**src/rtl/chan_sel_arbiter.sv**
```systemverilog
// rtl/chan_sel_arbiter.sv - round-robin arbiter driving the 7:1 output mux select
//
// Purpose: grants one of seven requesters at a time and presents its index as
// the mux select. A grant is held until acknowledge, request drop or hold timeout.
//
// Ports:
//   clk  in   clock, rising edge
//   rst  in   synchronous active-high reset
//   req  in   [6:0] request lines, req[k] = source k
//   a    in   downstream acknowledge, releases the current grant
//   s    out  [2:0] mux select (0..6), meaningful while v=1
//   v    out  grant valid
//   g    out  [6:0] one-hot grant, g[s]=1 while v=1
//   to   out  one-cycle pulse after a timeout-only release

module chan_sel_arbiter #(
  parameter int MAX_CYC = 16,
  parameter int CW      = 8
) (
  input  logic       clk,
  input  logic       rst,
  input  logic [6:0] req,
  input  logic       a,
  output logic [2:0] s,
  output logic       v,
  output logic [6:0] g,
  output logic       to
);

  typedef enum logic {IDLE = 1'b0, GRANT = 1'b1} state_t;

  localparam logic [CW-1:0] CNT_MAX = CW'(MAX_CYC - 1);

  state_t        state, state_nxt;
  logic [CW-1:0] cnt, cnt_nxt;
  logic [2:0]    last, last_nxt;
  logic [2:0]    s_nxt;
  logic          v_nxt;
  logic [6:0]    g_nxt;
  logic          to_nxt;

  // Padded copy so a 3-bit index never selects outside the vector.
  logic [7:0]    req_x;
  logic [2:0]    base;
  logic [2:0]    win;
  logic [3:0]    idx;
  logic          found;
  logic          any_req;
  logic          at_max;
  logic          rel;

  assign req_x   = {1'b0, req};
  assign any_req = |req;
  assign at_max  = (cnt == CNT_MAX);
  assign rel     = a | ~req_x[s] | at_max;
  assign base    = (state == GRANT) ? s : last;

  // Scan base+1 .. base+7 modulo 7; the final step revisits base itself so a
  // lone requester can be regranted. Index 7 is never reached.
  always_comb begin
    win   = 3'd0;
    found = 1'b0;
    idx   = 4'd0;
    for (int i = 1; i <= 7; i++) begin
      idx = {1'b0, base} + 4'(i);
      if (idx >= 4'd7) idx = idx - 4'd7;
      if (!found && req_x[idx[2:0]]) begin
        win   = idx[2:0];
        found = 1'b1;
      end
    end
  end

  always_comb begin
    state_nxt = state;
    cnt_nxt   = cnt;
    last_nxt  = last;
    s_nxt     = s;
    v_nxt     = v;
    g_nxt     = g;
    to_nxt    = 1'b0;
    case (state)
      IDLE: begin
        cnt_nxt = '0;
        if (any_req) begin
          state_nxt = GRANT;
          s_nxt     = win;
          g_nxt     = 7'b1 << win;
          v_nxt     = 1'b1;
        end else begin
          v_nxt = 1'b0;
          g_nxt = 7'b0;
        end
      end
      GRANT: begin
        if (!rel) begin
          cnt_nxt = cnt + CW'(1);
        end else begin
          last_nxt = s;
          cnt_nxt  = '0;
          // Pulse only when the counter alone forced the release.
          to_nxt   = at_max & ~a & req_x[s];
          if (any_req) begin
            s_nxt = win;
            g_nxt = 7'b1 << win;
            v_nxt = 1'b1;
          end else begin
            state_nxt = IDLE;
            v_nxt     = 1'b0;
            g_nxt     = 7'b0;
          end
        end
      end
      default: state_nxt = IDLE;
    endcase
  end

  always_ff @(posedge clk) begin
    if (rst) begin
      state <= IDLE;
      cnt   <= '0;
      last  <= 3'd6;
      s     <= 3'd0;
      v     <= 1'b0;
      g     <= 7'b0;
      to    <= 1'b0;
    end else begin
      state <= state_nxt;
      cnt   <= cnt_nxt;
      last  <= last_nxt;
      s     <= s_nxt;
      v     <= v_nxt;
      g     <= g_nxt;
      to    <= to_nxt;
    end
  end

endmodule

```
**config.mk**
```make
export PLATFORM = sky130hd
export DESIGN_NAME = chan_sel_arbiter
export DESIGN_NICKNAME = d
export VERILOG_FILES = /design/src/rtl/chan_sel_arbiter.sv
export SDC_FILE = /design/constraint.sdc
export NUM_CORES = 1
export LEC_CHECK = 0
export CAP_MARGIN = 20
export CORE_MARGIN = 8
export CORE_UTILIZATION = 59
export CTS_CLUSTER_DIAMETER = 40
export DETAILED_ROUTE_END_ITERATION = 10
export PLACE_DENSITY = 0.81
export SYNTH_ARGS = -nofsm -noshare
export SYNTH_HDL_FRONTEND = slang
export SYNTH_SLANG_ARGS = --single-unit
```
**constraint.sdc**
```tcl
create_clock -name clk -period 5.2 [get_ports clk]
set_clock_uncertainty 0.15 [all_clocks]
set_input_delay 1.04 -clock clk [delete_from_list [all_inputs] [get_ports clk]]
set_output_delay 1.04 -clock clk [all_outputs]
set_load 0.02 [all_outputs]
```
* Word-level counts from Yosys, hierarchy flattened
Cells that the tools add are included.
** Word-level totals
- Flip-flop bits (word level) :: 24
- Bits in latches :: 0
- RAM bits :: 0
- Memory bits (read-only) :: 0
- Bits of input ports :: 10
- Output and inout port bits :: 12
- Logic and storage cells :: 113
- Memories kept :: 0
** Operators by class
- Add/sub/neg operators :: 15
- Multiply operators :: 0
- Div/mod/pow operators :: 0
- Order comparisons :: 15
- Eq/ne operators :: 2
- Shifts and indexed selects :: 1
- Mux-type cells :: 50
- Bitwise operators :: 8
- Reduce and logical (&&, ||, !) cells :: 15
** Operators with widths (number)
- 3-bit two-way mux :: 17
- 3-bit by 4-bit < comparator with 1-bit output (second input constant) :: 8
- 4-bit by 3-bit greater-or-equal comparator with 1-bit output (second input constant) :: 7
- 1-bit binary-select mux with 3-bit select :: 8
- 3-bit subtractor (second input constant) :: 7
- 1-bit two-way mux :: 17
- 3-bit by 3-bit adder with 4-bit output (second input constant) :: 4
- 8-bit one-hot mux with 2 select lines :: 1
- 7-bit two-way mux :: 2
- 7-bit one-hot mux with 2 select lines :: 1
- 3-bit by 2-bit adder with 4-bit output (second input constant) :: 2
- 8-bit by 1-bit adder with 8-bit output (second input constant) :: 1
- 8-bit by 4-bit equality test with 1-bit output (second input constant) :: 1
- 8-bit two-way mux :: 1
- 7-bit OR reduction :: 1
- 1-bit by 3-bit left shift with 7-bit output (first input constant) :: 1
- 1-bit logical AND :: 6
- 1-bit zero test :: 6
- 3-bit one-hot mux with 2 select lines :: 1
- 3-bit by 1-bit adder with 4-bit output (second input constant) :: 1
- 1-bit NOT :: 4
- 1-bit one-hot mux with 2 select lines :: 2
- 3-bit OR reduction :: 1
- 1-bit bitwise AND :: 2
- other kinds (3) :: 4

* Logic depth before layout (Yosys ltp)
- Depth in word-level cells :: 29
- Depth in mapped cells :: 19
- Depth with buffers taken out :: 15

* Worst setup path after synthesis
No wires, ideal clock.
- Path kind :: register -> register
- Start :: reg state
- End :: reg g[4]
- Library setup time :: 0.117 ns
- Arrival time :: 3.768 ns
- Required time :: 4.933 ns
- Path slack :: 1.165 ns
- Stages on the path, launching flop included :: 15
- Buffers on the path :: 2
- Clock period less this slack :: 4.035 ns
- Cells stage by stage :: dfxtp_1 -> buf_6 -> mux2i_2 -> clkbuf_1 -> ha_1 -> inv_1 -> fa_1 -> xnor2_1 -> mux2i_1 -> a22oi_1 -> and2_1 -> or4_1 -> a31oi_2 -> o22ai_2 -> a32o_1
** Between the ends
- Cells in the longest elaborated chain, start to end :: 29
- Elaborated cells on any way between the ends :: 74
- Classes of those cells :: add/sub (14); order compare (7); eq/ne (1); shift (1); mux (38); bitwise (1); reduce/logical (12)
** Ends and longest elaborated chain
- from (decl) :: line 34 : state_t state, state_nxt;
- from (signal assigned) :: line 128 : state <= state_nxt;
- 3-bit two-way mux :: line 56 : assign base = (state == GRANT) ? s : last;
- 3-bit by 1-bit adder with 4-bit output :: line 65 : idx = {1'b0, base} + 4'(i);
- 4-bit by 3-bit greater-or-equal comparator with 1-bit output or 3-bit subtractor (tied branches) :: line 66 : if (idx >= 4'd7) idx = idx - 4'd7;
- 3-bit two-way mux :: line 66
- 1-bit binary-select mux with 3-bit select :: line 67 : if (!found && req_x[idx[2:0]]) begin
- 1-bit two-way mux (implied by the code) :: line 67
- 1-bit two-way mux :: line 67
- 1-bit zero test :: line 67
- [... 13 more ...]
- 1-bit two-way mux :: line 67
- 1-bit zero test :: line 67
- 1-bit logical AND :: line 67
- 3-bit two-way mux :: line 67
- 1-bit by 3-bit left shift with 7-bit output :: line 88, 105
- 7-bit two-way mux :: line 85, 103
- 7-bit two-way mux :: line 96 : if (!rel) begin
- 7-bit one-hot mux with 2 select lines :: line 82 : case (state)
- to (signal assigned) :: line 133 : g <= g_nxt;
- to (decl) :: line 26 : output logic [6:0] g,
Several ways; a longest one is shown, not always the timed one. The select of a mux whose other input is x is not followed.
A chain may end at the register's enable or synchronous reset.

* Worst setup path in the final report
- Start :: reg state
- End :: reg g[5]
The elaborated chain is that of the path after synthesis.

==> impl_results.md <==
* Ant diodes at 0
* Largest net degree at the start of global routing at 29
* Synth Cell Area at 0.00252 sq mm
* CP arrival at 4.56 ns
* Avg Synthesized Cell Area at 8.08 sq um
* Combinational share of power at 76.9%
* Post-Syn Nets at 333
* Post-CTS setup buffer count at 0
* Slowest cell on the critical path: dfxtp_1
* Site row count at 23
* Hold WC Path Type: flop to flop
* Total GRT Usage at 21.1%
* Slew headroom at 60.2%
* Seq pwr share at 13.9%
* Setup tns final at 0 ns
* Synth Area in XOR/XNOR at 3.08%
* Filler cells at 339
* Tightest Pin Transition at 0.597 ns
* Antenna-violating nets left at 0
* RSZ-0062 raised after global routing: false
* Slew Limit Fails at 0
* Placer Congestion at 0.950
* Seq. cell area at 480 sq um
* CTS tree: built
* FF-to-FF End: g[5]
* Pwr Density at 637 mW/mm^2
* Yosys cell types at 75
* Port-buffer cells at 21
* Chip width at 81.4 um
* Mux share of post-synthesis cell area at 11.3%
* Kind of critical path: flop to flop
* Setup violators final at 0
* Placeable core area at 0.00406 sq mm
* Largest family of logic cells by synthesized area: compound AO/OA/AOI/OAI gates
* Die Span Y at 81.4 um
* Worst-path clk slew at 0.09 ns
* Final nets at 341
* Yosys top cell area share at 19.0%
* Syn Inst Count at 312
* Post-synth EDFFs at 0
* DP Wirelength at 5020 um
* Max-Cap Viols at 0
* Routed vias/inst at 6.78
* Sequence of cells on the critical path: mux2i_2 > inv_2 > ha_1 > inv_1 > ha_1 > nor2b_1 > a211oi_2 > mux2i_1 > a31o_2 > o22ai_2 > nor2_1 > a311o_1 > a2bb2oi_2 > and3_1 > a22o_1
* Simple-gate share of the synthesized area at 23.3%
* Hold Fails Final Rpt at 0
* Area delta synth->final at 9.97%
* Critical path capture point: g[5]
* Startpoint Class: flop
* Post-CTS sizing at 0
* Share of layout cells above drive strength 1 at 12.9%
* First-pass GRT wire length at 11,400 um
* Asr flop ratio synth at 0%
* Htree depth at 1
* Most used cell along the critical path: ha_1
* Die Outline Area at 0.00662 sq mm
* WP buf/inv at 2
* Cts hold-fix bufs at 0
* Via count at 2,502
* CP startpoint: state
* Worst r2r src: state
* Crit path max-delay family: compound AO/OA/AOI/OAI gates
* Yosys warnings at 0
* Switching part of the total at 51.2%
* Dominant synthesized flop cell: dfxtp_1
* Avg WL per Cell at 18.5 um
* Critical Path End Type: flop
* Internal Power at 862 uW
* 1st-iter DRT viols at 166
* CTS buffer count at 3
* Seq/Total Area, Yosys at 19.0%
* Maximum fanout along the worst path at 16
* Lkg Pwr at 1.05 nW
* FF+latch count, synth at 24
* F_max at 222 MHz
* Top Ports at 22
* Reg2reg path depth at 15
* Final period util at 86.4%
* R2r setup slk at 0.71 ns
* Adder-Cell Fraction of Synth Area at 5.75%
* Grt total ovfl at 0
* Synth top cells by count: nand2_1, nor2_1, dfxtp_1
* Clock Tree Buf Depth at 2
* Dominant cell type by area after synthesis: dfxtp_1
* Clock period minus final worst setup slack at 4.49 ns
* Clock power frac at 9.3%
* Starting Density at 62.2%
* Initial antenna violation count at 0
* Root buffer cell: clkbuf_8
* DRT Pass-1 Iters at 5
* Area occupied by multi-input gates at 0.00188 sq mm
* Sink Count at 24
* WP depth at 15
* Synth Area in Compound Gates at 31.3%
* Switching power total at 905 uW
* Vias in the first global route at 2,319
* Outcome: completed
* Max VDD drop at 368 uV
* Synth top area cells: dfxtp_1, mux2i_1, ha_1, nand2_1, nor2_1
* Final WL at 6810 um
* Slowest stage delay, CP at 0.55 ns
* DRC Markers at 0
* Worst Path Required at 5.26 ns
* Skew-Pair Late Insertion Delay at 0.27 ns
* Min Hold Slack at 0.327 ns
## final cells by class
type	count	area share, %
clock buffer	3	1.49
clock inverter	1	1.08
inverter	11	1.58
multi-input combinational	256	67.9
sequential	24	17.3
tap	50	2.26
timing repair buffer	24	8.39
## cell usage in the layout, fill, tap and decap left out, types with 5 or more instances in the layout
master,count
nor3_1,10
a22o_1,8
nor4_1,5
inv_1,8
mux2i_1,20
ha_1,10
dfxtp_1,24
nand3_1,16
a21oi_1,16
nor2_1,27
nand4_1,6
nand2_1,27
clkdlybuf4s50_1,21
or4_1,5
o21ai_0,12
and3_1,5
a31oi_1,5
## per-layer routing
metal  routed length (um)  global-route usage, %  share of wire, %
met2                 3160                   34.1                46
met4                  106                   5.71               1.6
met3                  501                   3.42               7.4
met5                    0                      0                 0
met1                 3050                   28.1                45
## power groups by stage
stage | combinational, mW | sequential (mW) | clock, mW
floorplan | 1.04 | 0.264 | 0
global placement | 1.30 | 0.247 | 0
detailed placement | 1.32 | 0.248 | 0
CTS | 1.33 | 0.244 | 0.167
global route | 1.47 | 0.250 | 0.172
finish | 1.36 | 0.245 | 0.164
## through the flow
step / utilization (%) / instance area [sq um] / instances / power, mW / setup WS [ns]
2_1_floorplan: - / 2520 / 312 / 1.31 / 1.16
3_3_place_gp: 66.6 / 2700 / 365 / 1.54 / 0.933
3_5_place_dp: 66.6 / 2700 / 365 / 1.57 / 0.861
4_1_cts: 68.4 / 2770 / 369 / 1.75 / 0.769
5_1_grt: 68.4 / 2770 / 369 / 1.89 / 0.420
6_report: 68.4 / 2770 / 369 / 1.77 / 0.705
## cell families after synthesis
logic type,count (synthesis)
XOR/XNOR,8
flip-flops,24
adder cells (fa/ha/maj),11
buffers and inverters,32
AND/OR/NAND/NOR,117
multiplexers,25
AO/OA/AOI/OAI,95
## worst min path at each step
stage / cells past startpoint / slack [ns] / endpoint / startpoint
floorplan: 1 / 0.27 / cnt[0] / cnt[0]
global placement: 1 / 0.28 / cnt[0] / cnt[0]
detailed placement: 1 / 0.32 / cnt[0] / cnt[0]
CTS: 1 / 0.33 / cnt[0] / cnt[0]
global route: 1 / 0.36 / cnt[0] / cnt[0]
finish: 1 / 0.33 / v / v
## sequential cells by signal, summed over array words and instances, names as in the netlist
name / cells
last: 3
s: 3
state: 1
to: 1
cnt: 8
v: 1
g: 7
(Power assumes the default switching activity.)
